`src/rtl/systolic_mac_ctrl_if.sv`:
```
// rtl/systolic_mac_ctrl_if.sv - command/strobe bundle between the host side and the systolic array sequencer
interface systolic_mac_ctrl_if #(
    parameter int DIM   = 8,
    parameter int CNT_W = $clog2(3*DIM-1)
);
    logic                    start;
    logic                    accum;
    logic                    feed_rdy;
    logic                    abort;
    logic                    en;
    logic                    WrEn;
    logic [$clog2(DIM)-1:0]  c_row;
    logic [CNT_W-1:0]        feed_cnt;
    logic                    rd_valid;
    logic                    busy;
    logic                    done;

    modport master (
        output start, accum, feed_rdy, abort,
        input  en, WrEn, c_row, feed_cnt, rd_valid, busy, done
    );

    modport slave (
        input  start, accum, feed_rdy, abort,
        output en, WrEn, c_row, feed_cnt, rd_valid, busy, done
    );
endinterface

```
`src/rtl/systolic_mac_ctrl.sv`:
```
// rtl/systolic_mac_ctrl.sv - LOAD_C / COMPUTE / READ_C sequencer for a DIM x DIM tpumac array
module systolic_mac_ctrl #(
    parameter int DIM   = 8,
    parameter int CNT_W = $clog2(3*DIM-1)
) (
    input  logic                clk,
    input  logic                rst,
    systolic_mac_ctrl_if.slave  bus
);
    localparam int              RW        = $clog2(DIM);
    localparam logic [RW-1:0]   ROW_LAST  = RW'(DIM-1);
    localparam logic [CNT_W-1:0] FEED_LAST = CNT_W'(3*DIM-3);

    typedef enum logic [2:0] {
        IDLE,
        LOAD_C,
        COMPUTE,
        READ_C,
        DONE
    } state_t;

    state_t            state;
    logic [RW-1:0]     row;
    logic [CNT_W-1:0]  cnt;
    logic              wr_q;
    logic              cmp_q;
    logic              rv_q;
    logic              busy_q;
    logic              done_q;

    // en is the only output with a combinational input path: a feed stall freezes the array immediately
    assign bus.en       = cmp_q & bus.feed_rdy;
    assign bus.WrEn     = wr_q;
    assign bus.c_row    = row;
    assign bus.feed_cnt = cnt;
    assign bus.rd_valid = rv_q;
    assign bus.busy     = busy_q;
    assign bus.done     = done_q;

    always_ff @(posedge clk or posedge rst) begin
        if (rst) begin
            state  <= IDLE;
            row    <= '0;
            cnt    <= '0;
            wr_q   <= 1'b0;
            cmp_q  <= 1'b0;
            rv_q   <= 1'b0;
            busy_q <= 1'b0;
            done_q <= 1'b0;
        end else if (state != IDLE && bus.abort) begin
            // abort beats every exit, including the last-cycle ones, and never pulses done
            state  <= IDLE;
            row    <= '0;
            cnt    <= '0;
            wr_q   <= 1'b0;
            cmp_q  <= 1'b0;
            rv_q   <= 1'b0;
            busy_q <= 1'b0;
            done_q <= 1'b0;
        end else begin
            case (state)
                IDLE: begin
                    if (bus.start && !bus.abort) begin
                        busy_q <= 1'b1;
                        row    <= '0;
                        cnt    <= '0;
                        if (bus.accum) begin
                            state <= COMPUTE;
                            cmp_q <= 1'b1;
                        end else begin
                            state <= LOAD_C;
                            wr_q  <= 1'b1;
                        end
                    end
                end
                LOAD_C: begin
                    if (row == ROW_LAST) begin
                        state <= COMPUTE;
                        row   <= '0;
                        cnt   <= '0;
                        wr_q  <= 1'b0;
                        cmp_q <= 1'b1;
                    end else begin
                        row <= row + 1'b1;
                    end
                end
                COMPUTE: begin
                    if (bus.feed_rdy) begin
                        if (cnt == FEED_LAST) begin
                            state <= READ_C;
                            cnt   <= '0;
                            cmp_q <= 1'b0;
                            rv_q  <= 1'b1;
                            row   <= '0;
                        end else begin
                            cnt <= cnt + 1'b1;
                        end
                    end
                end
                READ_C: begin
                    if (row == ROW_LAST) begin
                        state  <= DONE;
                        row    <= '0;
                        rv_q   <= 1'b0;
                        done_q <= 1'b1;
                    end else begin
                        row <= row + 1'b1;
                    end
                end
                DONE: begin
                    state  <= IDLE;
                    done_q <= 1'b0;
                    busy_q <= 1'b0;
                end
                default: begin
                    state  <= IDLE;
                    row    <= '0;
                    cnt    <= '0;
                    wr_q   <= 1'b0;
                    cmp_q  <= 1'b0;
                    rv_q   <= 1'b0;
                    busy_q <= 1'b0;
                    done_q <= 1'b0;
                end
            endcase
        end
    end
endmodule
```
`src/flat_wrapper.sv`:
```
// flat-port wrapper written by rule: the top's interface ports become plain ports
module systolic_mac_ctrl_flat 
#(
    parameter int DIM   = 8,
    parameter int CNT_W = $clog2(3*DIM-1)
)
  (clk, rst, bus_start, bus_accum, bus_feed_rdy, bus_abort, bus_en, bus_WrEn, bus_c_row, bus_feed_cnt, bus_rd_valid, bus_busy, bus_done);
  systolic_mac_ctrl_if #(.DIM(DIM), .CNT_W(CNT_W)) bus_i ();
  input  logic clk;
  input  logic rst;
  input wire logic [$bits(bus_i.start)-1:0] bus_start;
  input wire logic [$bits(bus_i.accum)-1:0] bus_accum;
  input wire logic [$bits(bus_i.feed_rdy)-1:0] bus_feed_rdy;
  input wire logic [$bits(bus_i.abort)-1:0] bus_abort;
  output wire logic [$bits(bus_i.en)-1:0] bus_en;
  output wire logic [$bits(bus_i.WrEn)-1:0] bus_WrEn;
  output wire logic [$bits(bus_i.c_row)-1:0] bus_c_row;
  output wire logic [$bits(bus_i.feed_cnt)-1:0] bus_feed_cnt;
  output wire logic [$bits(bus_i.rd_valid)-1:0] bus_rd_valid;
  output wire logic [$bits(bus_i.busy)-1:0] bus_busy;
  output wire logic [$bits(bus_i.done)-1:0] bus_done;
  assign bus_i.start = bus_start;
  assign bus_i.accum = bus_accum;
  assign bus_i.feed_rdy = bus_feed_rdy;
  assign bus_i.abort = bus_abort;
  assign bus_en = bus_i.en;
  assign bus_WrEn = bus_i.WrEn;
  assign bus_c_row = bus_i.c_row;
  assign bus_feed_cnt = bus_i.feed_cnt;
  assign bus_rd_valid = bus_i.rd_valid;
  assign bus_busy = bus_i.busy;
  assign bus_done = bus_i.done;
  systolic_mac_ctrl #(.DIM(DIM), .CNT_W(CNT_W)) u_core (.clk(clk), .rst(rst), .bus(bus_i));
endmodule
```
`config.mk`:
```
export PLATFORM = sky130hd
export DESIGN_NAME = systolic_mac_ctrl_flat
export DESIGN_NICKNAME = d
export VERILOG_FILES = /design/src/rtl/systolic_mac_ctrl_if.sv /design/src/rtl/systolic_mac_ctrl.sv /design/src/flat_wrapper.sv
export SDC_FILE = /design/constraint.sdc
export NUM_CORES = 1
export LEC_CHECK = 0
export CORE_MARGIN = 3
export CORE_UTILIZATION = 44
export CTS_BUF_LIST = sky130_fd_sc_hd__clkbuf_2 sky130_fd_sc_hd__clkbuf_4 sky130_fd_sc_hd__clkbuf_8
export DETAILED_ROUTE_END_ITERATION = 12
export GPL_TIMING_DRIVEN = 0
export PLACE_DENSITY = 0.81
export SYNTH_ARGS = -nofsm -noshare
export SYNTH_HDL_FRONTEND = slang
export SYNTH_SLANG_ARGS = --single-unit
```
`constraint.sdc`:
```
create_clock -name clk -period 2.2 [get_ports clk]
set_input_delay 0.44 -clock clk [delete_from_list [all_inputs] [get_ports clk]]
set_output_delay 0.44 -clock clk [all_outputs]
set_load 0.01 [all_outputs]
```
==> impl_metrics.py <==
metrics = {
    "sta": {
        "fmax_ghz": 0.490,
        "timing.final.crit_share": 0.927,
        "skew_ns": 0.00556,
        "hold_violations": 0,
        "fin_crit_ns": 2.04,
        "relSlewSlack": 0.600,
        "setup_viol": 0,
        "tightest_slew_ns": 0.599,
        "setup_slack_ns": 0.161,
        "timing.hold.ws_ns": 0.502,
        "maxSlewViolCount": 0,
        "tns_ns": 0,
        "rsz0062_at_grt": "no",
    },
    "cells_and_area": {
        "drive_above_1_share": 0.117,
        "area_growth_syn_to_layout_pct": 23.1,
        "num_antenna_cells": 0,
        "layout.nets": 139,
        "fin_area_sq_mm": 0.00128,
    },
    "critical_path": {
        "critPathLaunchType": "primary input",
        "cp-end-kind": "output port",
        "critPathLaunch": "bus_feed_rdy",
        "regToRegEndpoint": "u_core.bus.feed_cnt[1]$_DFFE_PP0P_",
        "cpMaxStageDelayCell": "clkdlybuf4s50_1",
        "crit_fanout": 3,
        "r2r_slack_ns": 0.25,
        "path_class": "primary input to output port",
        "crit_chain": "clkdlybuf4s50_1 -> and2_1 -> clkdlybuf4s50_1",
        "worstRegToRegCells": 5,
        "critical-path-max-stage-delay_ns": 0.52,
        "crit_buf_inv": 2,
        "cpLargestDelayFamily": "buffers and inverters",
        "cpMostUsedCell": "clkdlybuf4s50_1",
        "crit_end": "bus_en",
        "crit_required_ns": 1.76,
        "worst_ep_arrival_time_ns": 1.60,
        "critical_path_cell_count": 3,
        "reg2reg_from": "u_core.bus.c_row[0]$_DFFE_PP0P_",
    },
    "detailed_routing": {
        "postRouteAntennaNets": 0,
        "drt-total-wl_mm": 2.29,
        "drt_iter0_drc": 20,
        "vias": 911,
        "dr.pass1.iters": 8,
        "post_drt_wl_per_cell_um": 14.8,
        "via_per_inst": 5.88,
        "drc": 2,
    },
    "global_route": {
        "grt_first_pass_wirelength_mm": 3.96,
        "grt_max_degree": 17,
        "gr-total-overflow": 0,
        "antenna_found_initial": 0,
        "grt.total_usage": 0.185,
        "first_global_vias": 872,
    },
    "placed_design": {
        "hpwl_mm": 1.77,
        "io_buffers": 17,
        "dpl_worst_slack_ns": 0.0399,
        "dpl_cell_area_sq_mm": 0.00124,
        "gp_congestion": 0.926,
    },
    "power": {
        "p_leak_nw": 0.542,
        "ir_worst_vdd_mv": 0.572,
        "power.total_mw": 1.27,
        "power.density_mw_per_mm2": 988,
    },
    "clock_tree": {
        "clk_pin_slew_ns": 0.10,
        "clock_latency_ns": 0.29,
        "cts_tree": "done",
        "postCtsSetupRepairBufs": 0,
        "h-tree-depth": 1,
        "cts_buffer_depth": 2,
        "postCtsHoldBufs": 0,
        "cts_buffers": 3,
        "cts-resized-gates": 0,
        "root_buffer": "clkbuf_4",
        "cts_sinks": 16,
    },
    "floorplan": {
        "die_y_um": 54.6,
        "core-area_sq_mm": 0.00210,
        "rows": 16,
        "io-pin-count": 19,
        "die_area_sq_mm": 0.00299,
        "die_w_um": 54.6,
        "initial_core_util": 0.495,
    },
    "synthesis": {
        "synth_common_cells": "16 x dfrtp_1, 8 x nor2_1, 5 x a21oi_1, 5 x nand3_1",
        "synth_top_area_cell": "dfrtp_1",
        "netlist_instances": 107,
        "synth_area_per_cell_sq_um": 9.73,
        "syn_area_sq_mm": 0.00104,
        "ys_warn_count": 0,
        "synthFlopType": "dfrtp_1",
        "synth_edf_count": 0,
        "synth_most_common_cell": "dfrtp_1",
        "synth-seq-cells": 16,
        "ys_seq_area_frac": 0.385,
        "synth_cell_types": 43,
        "synthArstFlopShare": 1.00,
        "yosysTopAreaCellShare": 0.385,
        "synth_nets": 117,
        "synth_area_leaders": "dfrtp_1 38%, ha_1 4.8%, o221ai_1 3.4%",
    },
    "run_status": {
        "status": "finished with violations",
        "violations": "design-rule violations",
    },
    "worst_hold_path": {
        "min_path_type": "primary input to asynchronous set/reset pin",
    },
    "flow_run": {
        "drv_cap": 0,
    },
}
sequential cells by signal, summed over array words and instances (netlist names):
signal / count
u_core.state: 3
u_core.bus.c_row: 3
u_core.bus.done: 1
u_core.cmp_q: 1
u_core.bus.rd_valid: 1
u_core.bus.WrEn: 1
u_core.bus.feed_cnt: 5
u_core.bus.busy: 1
layer usage:
metal / GRT usage / part of all wire / vias to the layer above
li1: - / - / 445
met1: 0.237 / 0.45 / 434
met2: 0.313 / 0.48 / 26
met3: 0.0300 / 0.047 / 6
met4: 0.0581 / 0.018 / 0
met5: 0 / 0 / -
cells in the final DEF (no fill, tap or decap), drive strengths merged, types with 5 or more instances in the layout:
cell / Yosys / final
a21oi: 5 / 5
buf: 6 / 6
clkbuf: 1 / 5
clkdlybuf4s50: 0 / 17
dfrtp: 16 / 16
nand3: 5 / 5
nor2: 8 / 8
cell type report:
cell class,instances,area [sq um]
sequential,16,400
fill,188,821
tap,27,33.8
timing repair buffer,17,170
buffer,7,38.8
inverter,4,15.0
clock buffer,4,36.3
multi-input combinational,80,587
metrics by stage:
step	cells	util
final	155	0.610
after global placement	151	0.592
after CTS	155	0.610
after detailed placement	151	0.592
after floorplan	107	-
after global routing	155	0.610
worst register-to-register path: cells and delay by family (launching register included):
kind / cells / cell delay [ns]
adder cells (fa/ha/maj): 2 / 0.46
AO/OA/AOI/OAI: 2 / 0.60
flip-flops: 1 / 0.42
multiplexers: 1 / 0.36
power by group:
part	leakage (nW)	switching [mW]	total, mW	internal, mW
logic	0.309	0.329	0.654	0.325
registers	0.213	0.0522	0.415	0.363
clock network	0.0210	0.0957	0.197	0.101
total	0.542	0.477	1.27	0.788
how the worst min path moves through the flow:
stage          slack, ns  cells after the start                              end
2_1_floorplan       0.35                      1      u_core.bus.WrEn$_DFFE_PP0P_
3_3_place_gp        0.48                      1         u_core.cmp_q$_DFFE_PP0P_
3_5_place_dp        0.49                      1         u_core.cmp_q$_DFFE_PP0P_
4_1_cts             0.51                      1         u_core.cmp_q$_DFFE_PP0P_
5_1_grt             0.54                      1         u_core.cmp_q$_DFFE_PP0P_
6_report            0.50                      2  u_core.bus.c_row[1]$_DFFE_PP0P_
cell families after synthesis:
| family | synth area share |
|---|---|
| AND/OR/NAND/NOR | 0.243 |
| AO/OA/AOI/OAI | 0.220 |
| flip-flops | 0.385 |
| buffers and inverters | 0.0517 |
| adder cells (fa/ha/maj) | 0.0577 |
| multiplexers | 0.0433 |
Note: power is estimated with default switching activity, not from simulation.
